File: src/rtl/bp_dma_mem_tester.sv
// Self-checking DMA traffic generator for the bsg_cache DRAM back-end interface.
// Writes seeded bursts, reads them back, counts mismatching beats.
module bp_dma_mem_tester #(
  parameter int addr_width_p    = 28,
  parameter int data_width_p    = 64,
  parameter int burst_len_p     = 8,
  parameter int num_bursts_p    = 16,
  parameter int base_addr_p     = 'h100,
  parameter int err_cnt_width_p = 16
) (
  input  logic                       clk_i,
  input  logic                       reset_n_i,
  input  logic                       start_i,
  input  logic [1:0]                 mode_i,
  input  logic [31:0]                seed_i,
  output logic [addr_width_p:0]      dma_pkt_o,
  output logic                       dma_pkt_v_o,
  input  logic                       dma_pkt_yumi_i,
  output logic [data_width_p-1:0]    dma_data_o,
  output logic                       dma_data_v_o,
  input  logic                       dma_data_yumi_i,
  input  logic [data_width_p-1:0]    dma_data_i,
  input  logic                       dma_data_v_i,
  output logic                       dma_data_ready_and_o,
  output logic                       busy_o,
  output logic                       done_o,
  output logic                       pass_o,
  output logic [err_cnt_width_p-1:0] err_count_o,
  output logic [addr_width_p-1:0]    first_err_addr_o
);

  localparam int LANES  = data_width_p / 32;
  localparam int STRIDE = burst_len_p * data_width_p / 8;
  localparam int BW = (num_bursts_p > 1) ? $clog2(num_bursts_p) : 1;
  localparam int LW = (burst_len_p > 1) ? $clog2(burst_len_p) : 1;

  typedef enum logic [2:0] {
    S_IDLE,
    S_WR_PKT,
    S_WR_DATA,
    S_RD_PKT,
    S_RD_DATA,
    S_DONE
  } state_e;

  state_e                     state_q, state_d;
  logic [1:0]                 mode_q, mode_d;
  logic [31:0]                seed_q, seed_d;
  logic [BW-1:0]              burst_q, burst_d;
  logic [LW-1:0]              beat_q, beat_d;
  logic [err_cnt_width_p-1:0] err_q, err_d;
  logic [addr_width_p-1:0]    ferr_q, ferr_d;

  logic [addr_width_p-1:0] pkt_addr;
  logic [data_width_p-1:0] exp_data;
  logic [31:0]             g_idx;
  logic [31:0]             lane_base;
  logic                    last_beat;
  logic                    last_burst;
  logic                    wnr;
  logic                    err_full;

  always_ff @(posedge clk_i or negedge reset_n_i) begin
    if (!reset_n_i) begin
      state_q <= S_IDLE;
      mode_q  <= '0;
      seed_q  <= '0;
      burst_q <= '0;
      beat_q  <= '0;
      err_q   <= '0;
      ferr_q  <= '0;
    end else begin
      state_q <= state_d;
      mode_q  <= mode_d;
      seed_q  <= seed_d;
      burst_q <= burst_d;
      beat_q  <= beat_d;
      err_q   <= err_d;
      ferr_q  <= ferr_d;
    end
  end

  assign pkt_addr = addr_width_p'(base_addr_p)
                  + addr_width_p'(burst_q) * addr_width_p'(STRIDE);

  // Lane j of global beat g carries seed + g*LANES + j.
  always_comb begin
    g_idx     = 32'(burst_q) * 32'(burst_len_p) + 32'(beat_q);
    lane_base = seed_q + g_idx * 32'(LANES);
    exp_data  = '0;
    for (int j = 0; j < LANES; j++) begin
      exp_data[j*32 +: 32] = lane_base + 32'(j);
    end
  end

  assign last_beat  = (beat_q == LW'(burst_len_p - 1));
  assign last_burst = (burst_q == BW'(num_bursts_p - 1));
  assign err_full   = &err_q;

  always_comb begin
    state_d = state_q;
    mode_d  = mode_q;
    seed_d  = seed_q;
    burst_d = burst_q;
    beat_d  = beat_q;
    err_d   = err_q;
    ferr_d  = ferr_q;
    wnr     = 1'b0;
    dma_pkt_v_o          = 1'b0;
    dma_data_v_o         = 1'b0;
    dma_data_ready_and_o = 1'b0;
    unique case (state_q)
      S_IDLE, S_DONE: begin
        if (start_i) begin
          mode_d  = mode_i;
          seed_d  = seed_i;
          burst_d = '0;
          beat_d  = '0;
          err_d   = '0;
          ferr_d  = '0;
          state_d = (mode_i == 2'd2) ? S_RD_PKT : S_WR_PKT;
        end
      end
      S_WR_PKT: begin
        dma_pkt_v_o = 1'b1;
        wnr         = 1'b1;
        if (dma_pkt_yumi_i) state_d = S_WR_DATA;
      end
      S_WR_DATA: begin
        dma_data_v_o = 1'b1;
        if (dma_data_yumi_i) begin
          if (last_beat) begin
            beat_d = '0;
            if (last_burst) begin
              burst_d = '0;
              state_d = (mode_q == 2'd1) ? S_DONE : S_RD_PKT;
            end else begin
              burst_d = burst_q + 1'b1;
              state_d = S_WR_PKT;
            end
          end else begin
            beat_d = beat_q + 1'b1;
          end
        end
      end
      S_RD_PKT: begin
        dma_pkt_v_o = 1'b1;
        if (dma_pkt_yumi_i) state_d = S_RD_DATA;
      end
      S_RD_DATA: begin
        dma_data_ready_and_o = 1'b1;
        if (dma_data_v_i) begin
          if (dma_data_i != exp_data) begin
            if (!err_full) err_d = err_q + 1'b1;
            if (err_q == '0) ferr_d = pkt_addr;
          end
          if (last_beat) begin
            beat_d = '0;
            if (last_burst) begin
              burst_d = '0;
              state_d = S_DONE;
            end else begin
              burst_d = burst_q + 1'b1;
              state_d = S_RD_PKT;
            end
          end else begin
            beat_d = beat_q + 1'b1;
          end
        end
      end
      default: state_d = S_IDLE;
    endcase
  end

  assign dma_pkt_o        = {wnr, pkt_addr};
  assign dma_data_o       = exp_data;
  assign busy_o           = (state_q != S_IDLE) && (state_q != S_DONE);
  assign done_o           = (state_q == S_DONE);
  assign pass_o           = done_o && (err_q == '0);
  assign err_count_o      = err_q;
  assign first_err_addr_o = ferr_q;

endmodule

File: config.mk
export PLATFORM = sky130hd
export DESIGN_NAME = bp_dma_mem_tester
export DESIGN_NICKNAME = d
export VERILOG_FILES = /design/src/rtl/bp_dma_mem_tester.sv
export SDC_FILE = /design/constraint.sdc
export NUM_CORES = 1
export LEC_CHECK = 0
export ABC_CLOCK_PERIOD_IN_PS = 5230
export CORE_ASPECT_RATIO = 0.7
export CORE_MARGIN = 4
export CORE_UTILIZATION = 42
export CTS_CLUSTER_SIZE = 12
export DETAILED_ROUTE_END_ITERATION = 7
export PLACE_DENSITY = 0.89
export SYNTH_ARGS = -nofsm -noshare
export SYNTH_HDL_FRONTEND = slang
export SYNTH_SLANG_ARGS = --single-unit
File: constraint.sdc
create_clock -name clk_i -period 5.23 [get_ports clk_i]
set_clock_uncertainty 0.15 [all_clocks]
set_input_delay 1.046 -clock clk_i [delete_from_list [all_inputs] [get_ports clk_i]]
set_output_delay 1.046 -clock clk_i [all_outputs]
set_load 0.005 [all_outputs]
==> qor.yml, run 1 <==
placement:
  portBuffers: 200
  place_congestion: 0.9901
  place_area_sq_um: 9505
  hpwl_um: 21070
power_and_ir_drop:
  p_leak_nw: 4.302
  combPwrFrac: 0.686
  swShare: 0.4425
  internal-power_mw: 2.847
  power_density_nw_per_um2: 491.0
  p_clk_frac: 0.123
  p_switching_mw: 2.260
  total_power_mw: 5.107
  irDropWorstVdd_mv: 0.2344
  power_frac_seq: 0.190
synthesis:
  async_reset_ff_frac: 1.000
  synth-edff-count: 0
  synth-seq-cells: 65
  synth.distinct_cells: 83
  synthCells: 834
  synth_ff_type: "dfrtp_1"
  synth_area_sq_um: 7082
  ys_seq_area_frac: 0.2297
  avgSynthCellArea_sq_um: 8.491
  ys_warn_count: 0
clock_tree:
  clkTransAtPathRegs_ps: 60
  clock-sinks: 65
  cts_hold_buf: 0
  cts_buffers: 9
  cts_root_buf: "clkbuf_16"
  clkLatencyLatePin_ps: 330
  h-tree-depth: 3
  tritoncts: "built"
  cts_max_path_buffers: 2
worst_setup_path:
  worst_setup_path_start_kind: "flop"
  cp_num_buf_inv: 5
  path_class: "flop to flop"
  path_max_fanout: 4
  crit_arrival_ps: 5290
  critPathMostFrequentCell: "buf_4"
  cp-startpoint: "beat_q[0]"
  cp_top_family: "simple AND/OR/NAND/NOR gates"
  end_kind: "flop"
  critPathMaxStageDelay_ps: 460
  r2r_start: "beat_q[0]"
  crit_slowest_cell: "fa_2"
  crit_chain: "ha_2, fa_2, a211oi_4, buf_4, o211ai_1, nor4_2, nand3_1, nor4_4, nand3_2, buf_6, buf_4, nor4_4, buf_4, xnor3_1, or3_4, nor4_4, buf_4, a211o_1, mux2_1"
  critPathRequiredTime_ps: 5290
  rrSetupSlack_ps: -2
cells_and_area:
  final_cell_area_sq_um: 10400
  fin_nets: 1217
  drive_gt1_frac: 0.2022
  final_common_cell: "clkdlybuf4s50_1"
  layout_common_cells: "clkdlybuf4s50_1 (183), buf_4 (87), nand2_1 (83), dfrtp_1 (65), xnor2_1 (63)"
  insertedDiodeCount: 0
  syn2layout_area_growth_pct: 46.86
floorplanning:
  row_count: 39
  fp.dieW_um: 163.2
  dieArea_sq_um: 19040
  num_io_pins: 247
  start_util: 0.4306
  core_area_sq_um: 16440
  die_y_um: 116.6
worst_hold_path:
  min_path_type: "flop to flop"
  min_from: "first_err_addr_o[8]"
global_routing:
  grt_pass1_vias: 6981
  grt-ovfl-total: 0
  grt_pass1_wl_um: 39150
  antenna_found_initial: 0
  grtUsageTotal: 0.2630
  grt_max_degree: 42
detailed_routing:
  postRouteAntennaNets: 0
  wl_per_cell_um: 20.03
  drt_pass1_iterations: 5
  drt_iter0_drc: 1019
  routed_wl_um: 26600
  viasPerCell: 5.672
  drcViolationCount: 0
  vias: 7533
sta:
  period_share: 1.000
  worst_pin_slew_ps: 1072
  slew_headroom: 0.2835
  grt_setup_unrepaired: "yes"
  maxSlewViolCount: 0
  hold_viol: 0
  period_needed_ps: 5232
  whs_ps: 360.0
  setup_viol: 1
  max_freq_ghz: 0.1911
  fin_ws_ps: -2.135
job:
  maxCapViolCount: 0
outcome:
  status: "complete, but fails checks"
  violations: "setup timing"
==> power groups by stage <==
stage               clock network [mW]  registers [mW]  logic [mW]
floorplan                            0           0.786        1.91
global placement                     0           0.934        3.22
detailed placement                   0           0.946        3.26
CTS                              0.639           0.949        3.35
global route                     0.664           0.986        3.76
finish                           0.630           0.971        3.51
==> per-layer routing <==
metal	wire (um)	share of wire	GRT usage
met4	406	0.015	0.05531
met1	11660	0.44	0.3884
met2	11470	0.43	0.3820
met5	0	0	0
met3	3063	0.12	0.07654
==> synthesized netlist by cell type (10+ instances only) <==
master / instances / area share
o2111ai_1: 13 / 0.016
or3_1: 11 / 0.0097
nor2_1: 42 / 0.022
buf_2: 10 / 0.0071
o21ai_0: 54 / 0.038
dfrtp_1: 65 / 0.23
mux2_2: 28 / 0.045
nand2b_1: 18 / 0.016
o31ai_1: 11 / 0.012
inv_1: 47 / 0.025
ha_1: 14 / 0.025
xnor2_1: 69 / 0.085
nand4_1: 14 / 0.012
nor4_1: 12 / 0.011
nor3_1: 18 / 0.013
xor2_1: 25 / 0.031
a21oi_1: 14 / 0.0099
buf_4: 55 / 0.058
nand2_1: 83 / 0.044
nand3_1: 29 / 0.020
o21ai_1: 11 / 0.0078
clkbuf_1: 17 / 0.0090
==> final timing paths <==
path | to | cells after the start
worst max-delay path | first_err_addr_o[8] | 19
worst min-delay path | first_err_addr_o[8] | 1
worst max register to register | first_err_addr_o[8] | 19
worst min register to register | first_err_addr_o[8] | 1
max in group asynchronous | seed_q[20] | 2
min in group asynchronous | err_count_o[1] | 1
==> state kept, by name (all words and copies together) (netlist names) <==
register and cells:
seed_q 32, err_count_o 16, first_err_addr_o 5, burst_q 4, beat_q 3, state_q 3
mode_q 2
==> layout make-up <==
type                       count  area [sq um]
fill                        1334          6045
clock inverter                 5         61.31
sequential                    65          1627
multi-input combinational    682          5243
clock buffer                  11         252.7
tap                          225         281.5
timing repair buffer         293          2759
inverter                      47         176.4
==> per-stage QoR <==
stage | cells | utilization | setup TNS, ps | setup WS (ps)
2_1_floorplan | 879 | - | 0 | 292.5
3_3_place_gp | 1287 | 0.5780 | -1.728 | -1.728
3_5_place_dp | 1287 | 0.5780 | -28.90 | -19.51
4_1_cts | 1306 | 0.6075 | -36.27 | -36.27
5_1_grt | 1328 | 0.6324 | -2008 | -125.2
6_report | 1328 | 0.6324 | -2.135 | -2.135
==> cells by family after synthesis <==
group / synth area share
and+or+nand+nor: 0.2316
AOI/OAI and AO/OA: 0.1913
buffers and inverters: 0.1032
xor gates and xnor gates: 0.1587
DFF: 0.2297
muxes: 0.05742
adders and majority gates: 0.02756
other: 0.0005295
==> what timing repair did <==
item	4_1_cts	5_1_grt
gates cloned	0	0
setup endpoints to repair	18	34
pin swaps	7	20
resized for setup	29	57
setup buffers	3	22
(Power assumes the default switching activity.)
==> run 2, diff against run 1 <==
--- a/config.mk
+++ b/config.mk
@@ -15,3 +15,4 @@
 export SYNTH_ARGS = -nofsm -noshare
 export SYNTH_HDL_FRONTEND = slang
 export SYNTH_SLANG_ARGS = --single-unit
+export TNS_END_PERCENT = 30
==> qor.yml, run 2 (same netlist as run 1, synthesis figures left out) <==
outcome:
  status: "complete, but fails checks"
  violations: "setup timing"
cells_and_area:
  drive_gt1_frac: 0.1897
  fin_nets: 1205
  insertedDiodeCount: 0
  syn2layout_area_growth_pct: 45.30
  final_cells: 1316
  final_cell_area_sq_um: 10290
  final_core_util: 0.6257
  largest_register_ffs: 32
  multi_input_area_sq_um: 5235
  regMostFlops: "seed_q"
  seq_area_sq_um: 1627
  layout_common_cells: "clkdlybuf4s50_1 (188), nand2_1 (83), buf_4 (77), dfrtp_1 (65), xnor2_1 (63)"
  final_common_cell: "clkdlybuf4s50_1"
  fill_cells: 1352
clock_tree:
  cts_root_buf: "clkbuf_16"
  h-tree-depth: 3
  clkTransAtPathRegs_ps: 60
  cts_buffers: 9
  clkLatencyLatePin_ps: 330
  tritoncts: "built"
  cts_max_path_buffers: 2
  clock-sinks: 65
floorplanning:
  fp.dieW_um: 163.2
  row_count: 39
  die_y_um: 116.6
  dieArea_sq_um: 19040
  start_util: 0.4306
  num_io_pins: 247
  core_area_sq_um: 16440
detailed_routing:
  viasPerCell: 5.672
  postRouteAntennaNets: 0
  wl_per_cell_um: 19.91
  drt_pass1_iterations: 5
  drcViolationCount: 0
  drt_iter0_drc: 876
  routed_wl_um: 26200
  vias: 7464
global_routing:
  use_met3: 0.07654
  grt_max_degree: 42
  grt_pass1_vias: 6981
  grt-ovfl-total: 0
  grt-busiest-layer: "met1"
  gr-usage-met1: 0.3884
  grtUsageTotal: 0.2630
  grt_pass1_wl_um: 39150
  use_met2: 0.3820
  antenna_found_initial: 0
worst_setup_path:
  crit_arrival_ps: 4150
  critPathRequiredTime_ps: 4030
  crit_chain: "ha_2, fa_2, a211oi_4, buf_4, o211ai_1, nor4_2, nand3_1, nor4_4, nand3_2, nor2_1, nand2_1, nor3_1, xor2_1, clkdlybuf4s50_1"
  crit_slowest_cell: "clkdlybuf4s50_1"
  r2r-end: "err_count_o[5]"
  path_max_fanout: 4
  critPathMaxStageDelay_ps: 510
  r2r_start: "beat_q[0]"
  end_kind: "output pin"
  reg2reg_depth: 19
  path_class: "flop to output pin"
  rrSetupSlack_ps: 120
  worst_setup_path_start_kind: "flop"
placement:
  place_area_sq_um: 9505
  portBuffers: 200
  dp_cells: 1287
  hpwl_um: 21070
  place_congestion: 0.9901
power_and_ir_drop:
  irDropWorstVdd_mv: 0.2337
  power_density_nw_per_um2: 494.8
  p_leak_nw: 4.198
worst_hold_path:
  min_from: "first_err_addr_o[8]"
  holdPathStages: 1
  min_path_type: "flop to flop"
  holdPathEnd: "first_err_addr_o[8]"
sta:
  max_freq_ghz: 0.1870
  fin_ws_ps: -118.7
  period_needed_ps: 5349
  maxSlewViolCount: 0
  grt_setup_unrepaired: "yes"
  hold_viol: 0
  setup_viol: 4
  whs_ps: 358.9
  slew_headroom: 0.2751
  period_share: 1.023
  worst_pin_slew_ps: 1085
job:
  maxCapViolCount: 0
## run 2: cell count changes in the layout (fill, tap and decap cells not counted), moves of 2 or more
cell,previous run,this run
clkdlybuf4s50_1,183,188
buf_6,5,3
buf_4,87,77
dlymetal6s2s_1,15,11
## run 2: where the power goes
part | switching, mW | internal (mW)
registers | 0.303 | 0.664
logic | 1.71 | 1.78
clock network | 0.234 | 0.398
total | 2.25 | 2.84
## run 2: final cells by class
cell class	count	area share
multi-input cells	682	0.5088
flip-flops and latches	65	0.1581
repair buffers	281	0.2581
well taps	225	0.02736
inverters	47	0.01714
clock inverters	5	0.005958
clock buffers	11	0.02456
## run 2: worst max-delay path by stage
stage,startpoint,end,slack [ps],cells after the start
after CTS,beat_q[0],dma_data_o[60],-40,12
after global placement,dma_data_i[7],first_err_addr_o[8],-2,14
after global routing,beat_q[0],dma_data_o[63],-280,14
final,beat_q[0],dma_data_o[63],-120,14
after floorplan,beat_q[0],first_err_addr_o[8],290,15
after detailed placement,dma_data_i[7],first_err_addr_o[8],-20,14
## run 2: per-layer routing
metal | wire [um] | vias to the layer above
met5 | 0 | -
met4 | 310 | 0
met3 | 3020 | 26
met2 | 11230 | 424
met1 | 11630 | 3595
li1 | - | 3419
## run 2: timing repair
action / CTS / global route
hold buffers: 0 / 0
resized for setup: 29 / 46
buffers inserted: 3 / 10
setup endpoints to repair: 18 / 34
pin swaps: 7 / 13
## run 2: through the flow
step | total power [mW] | TNS [ps] | worst slack (ps)
floorplan | 2.693 | 0 | 292.5
global placement | 4.157 | -1.728 | -1.728
detailed placement | 4.209 | -28.90 | -19.51
CTS | 4.943 | -36.27 | -36.27
global route | 5.399 | -1426 | -275.2
finish | 5.091 | -386.6 | -118.7
## run 2: critical path, delay by kind of cell (launching register included)
kind,cells,cell delay (ps)
buf+inv,2,670
compound gates,2,390
simple gates,7,1500
fa+ha+maj,2,670
flops,1,410
xor+xnor,1,170
==> run 3, diff against run 2 <==
--- a/config.mk
+++ b/config.mk
@@ -11,7 +11,8 @@
 export CORE_UTILIZATION = 42
 export CTS_CLUSTER_SIZE = 12
 export DETAILED_ROUTE_END_ITERATION = 7
-export PLACE_DENSITY = 0.89
+export PLACE_DENSITY = 0.78
+export SETUP_SLACK_MARGIN = 0.3
 export SYNTH_ARGS = -nofsm -noshare
 export SYNTH_HDL_FRONTEND = slang
 export SYNTH_SLANG_ARGS = --single-unit
==> qor.yml, run 3 (same netlist as run 1, synthesis figures left out) <==
worst_setup_path:
  worstSetupEndpoint: "dma_data_o[50]"
  r2r-end: "first_err_addr_o[8]"
  crit_arrival_ps: 3860
  cp_num_buf_inv: 4
  end_kind: "output pin"
  cp_top_family: "buffers and inverters"
  r2r_start: "seed_q[1]"
  crit_chain: "ha_2, fa_2, a211oi_4, buf_4, nor3_4, o2111ai_2, xnor2_2, and4_4, buf_4, nand3_4, buf_4, xnor2_1, clkdlybuf4s50_1"
  reg2reg_depth: 19
  critPathMostFrequentCell: "buf_4"
  critPathMaxStageDelay_ps: 550
  crit_slowest_cell: "clkdlybuf4s50_1"
  cp-startpoint: "seed_q[1]"
  cp.depth: 13
  path_class: "flop to output pin"
  worst_setup_path_start_kind: "flop"
  path_max_fanout: 8
  critPathRequiredTime_ps: 4030
  rrSetupSlack_ps: 290
global_routing:
  antenna_found_initial: 0
  grt_max_degree: 43
  grt-ovfl-total: 0
  grt_pass1_vias: 6877
  grtUsageTotal: 0.2694
  grt_pass1_wl_um: 39960
detailed_routing:
  drt_iter0_drc: 821
  vias: 7664
  routed_wl_um: 27480
  wl_per_cell_um: 20.22
  drt_pass1_iterations: 7
  drcViolationCount: 0
  postRouteAntennaNets: 0
  viasPerCell: 5.639
clock_tree:
  clkLatencyLatePin_ps: 330
  clkTransAtPathRegs_ps: 50
  cts_max_path_buffers: 2
  cts_buffers: 9
  tritoncts: "built"
  cts_root_buf: "clkbuf_16"
  cts_hold_buf: 0
  clock-sinks: 65
  h-tree-depth: 3
floorplanning:
  start_util: 0.4306
  dieArea_sq_um: 19040
  num_io_pins: 247
  die_y_um: 116.6
  fp.dieW_um: 163.2
  row_count: 39
  core_area_sq_um: 16440
cells_and_area:
  insertedDiodeCount: 0
  largest_register_ffs: 32
  final_common_cell: "clkdlybuf4s50_1"
  layout_common_cells: "clkdlybuf4s50_1 (190), buf_4 (113), nand2_1 (82), dfrtp_1 (64), xnor2_1 (61)"
  fin_nets: 1248
  syn2layout_area_growth_pct: 54.21
  final_cells: 1359
  fill_cells: 1299
  drive_gt1_frac: 0.2504
  regMostFlops: "seed_q"
worst_hold_path:
  min_path_type: "flop to flop"
power_and_ir_drop:
  irDropWorstVdd_mv: 0.2859
  p_leak_nw: 4.442
  swShare: 0.4419
  internal-power_mw: 3.001
  p_clk_frac: 0.122
  power_density_nw_per_um2: 492.4
  power_frac_seq: 0.182
  p_switching_mw: 2.376
  combPwrFrac: 0.696
outcome:
  status: "completed"
placement:
  portBuffers: 200
  hpwl_um: 21210
  place_congestion: 1.015
  dp_cells: 1288
sta:
  slew_headroom: 0.2543
  maxSlewViolCount: 0
  period_share: 0.9675
  grt_setup_unrepaired: "yes"
  max_freq_ghz: 0.1976
  fin_setup_tns_ps: 0
  setup_viol: 0
  hold_viol: 0
  period_needed_ps: 5060
  whs_ps: 366.3
  worst_pin_slew_ps: 1116
job:
  maxCapViolCount: 0
==> run 3: cell types whose count changed in the layout (fill, tap and decap cells not counted), sizes merged, moves of 2 or more <==
cell	before	now
buf	82	124
dlymetal6s2s	11	3
dlygate4sd2	0	6
clkdlybuf4s50	188	190
inv	49	47
==> run 3: cell type report <==
cell class                 count  area [sq um]  area share
inverter                      47         176.4     0.01615
clock buffer                  11         242.7     0.02223
tap                          225         281.5     0.02578
clock inverter                 5         78.83    0.007218
timing repair buffer         324          3009      0.2755
multi-input combinational    682          5504      0.5040
sequential                    65          1628      0.1491
==> run 3: worst min path at each step <==
stage / slack (ps) / startpoint / depth (start not counted) / endpoint
after detailed placement: 340 / first_err_addr_o[8] / 1 / first_err_addr_o[8]
final: 370 / first_err_addr_o[8] / 1 / first_err_addr_o[8]
after global placement: 330 / first_err_addr_o[8] / 1 / first_err_addr_o[8]
after floorplan: 330 / burst_q[3] / 1 / burst_q[3]
after global routing: 390 / first_err_addr_o[8] / 1 / first_err_addr_o[8]
after CTS: 360 / first_err_addr_o[8] / 1 / first_err_addr_o[8]
==> run 3: power by group through the flow <==
stage,registers [mW],logic (mW),clock network (mW)
2_1_floorplan,0.786,1.91,0
3_3_place_gp,0.935,3.24,0
3_5_place_dp,0.946,3.25,0
4_1_cts,0.955,3.47,0.664
5_1_grt,1.00,4.00,0.684
6_report,0.978,3.75,0.654
==> run 3: what timing repair did <==
action / in CTS / in global routing
gates cloned: 0 / 1
buffers inserted: 35 / 19
pin swaps: 25 / 32
resized for setup: 69 / 54
endpoints found under the setup margin: 43 / 43
==> run 3: through the flow <==
step	util	worst slack, ps	cell area (sq um)	power (mW)
2_1_floorplan	-	308.5	7251	2.693
3_3_place_gp	0.5792	100.2	9525	4.173
3_5_place_dp	0.5792	34.85	9525	4.197
4_1_cts	0.6358	189.3	10460	5.090
5_1_grt	0.6641	25.40	10920	5.683
6_report	0.6641	170.2	10920	5.377
==> run 3: per-layer routing <==
metal | GRT usage | wire, um
met3 | 0.08078 | 3353
met4 | 0.04525 | 399
met2 | 0.3630 | 11280
met1 | 0.4196 | 12450
met5 | 0.04293 | 0
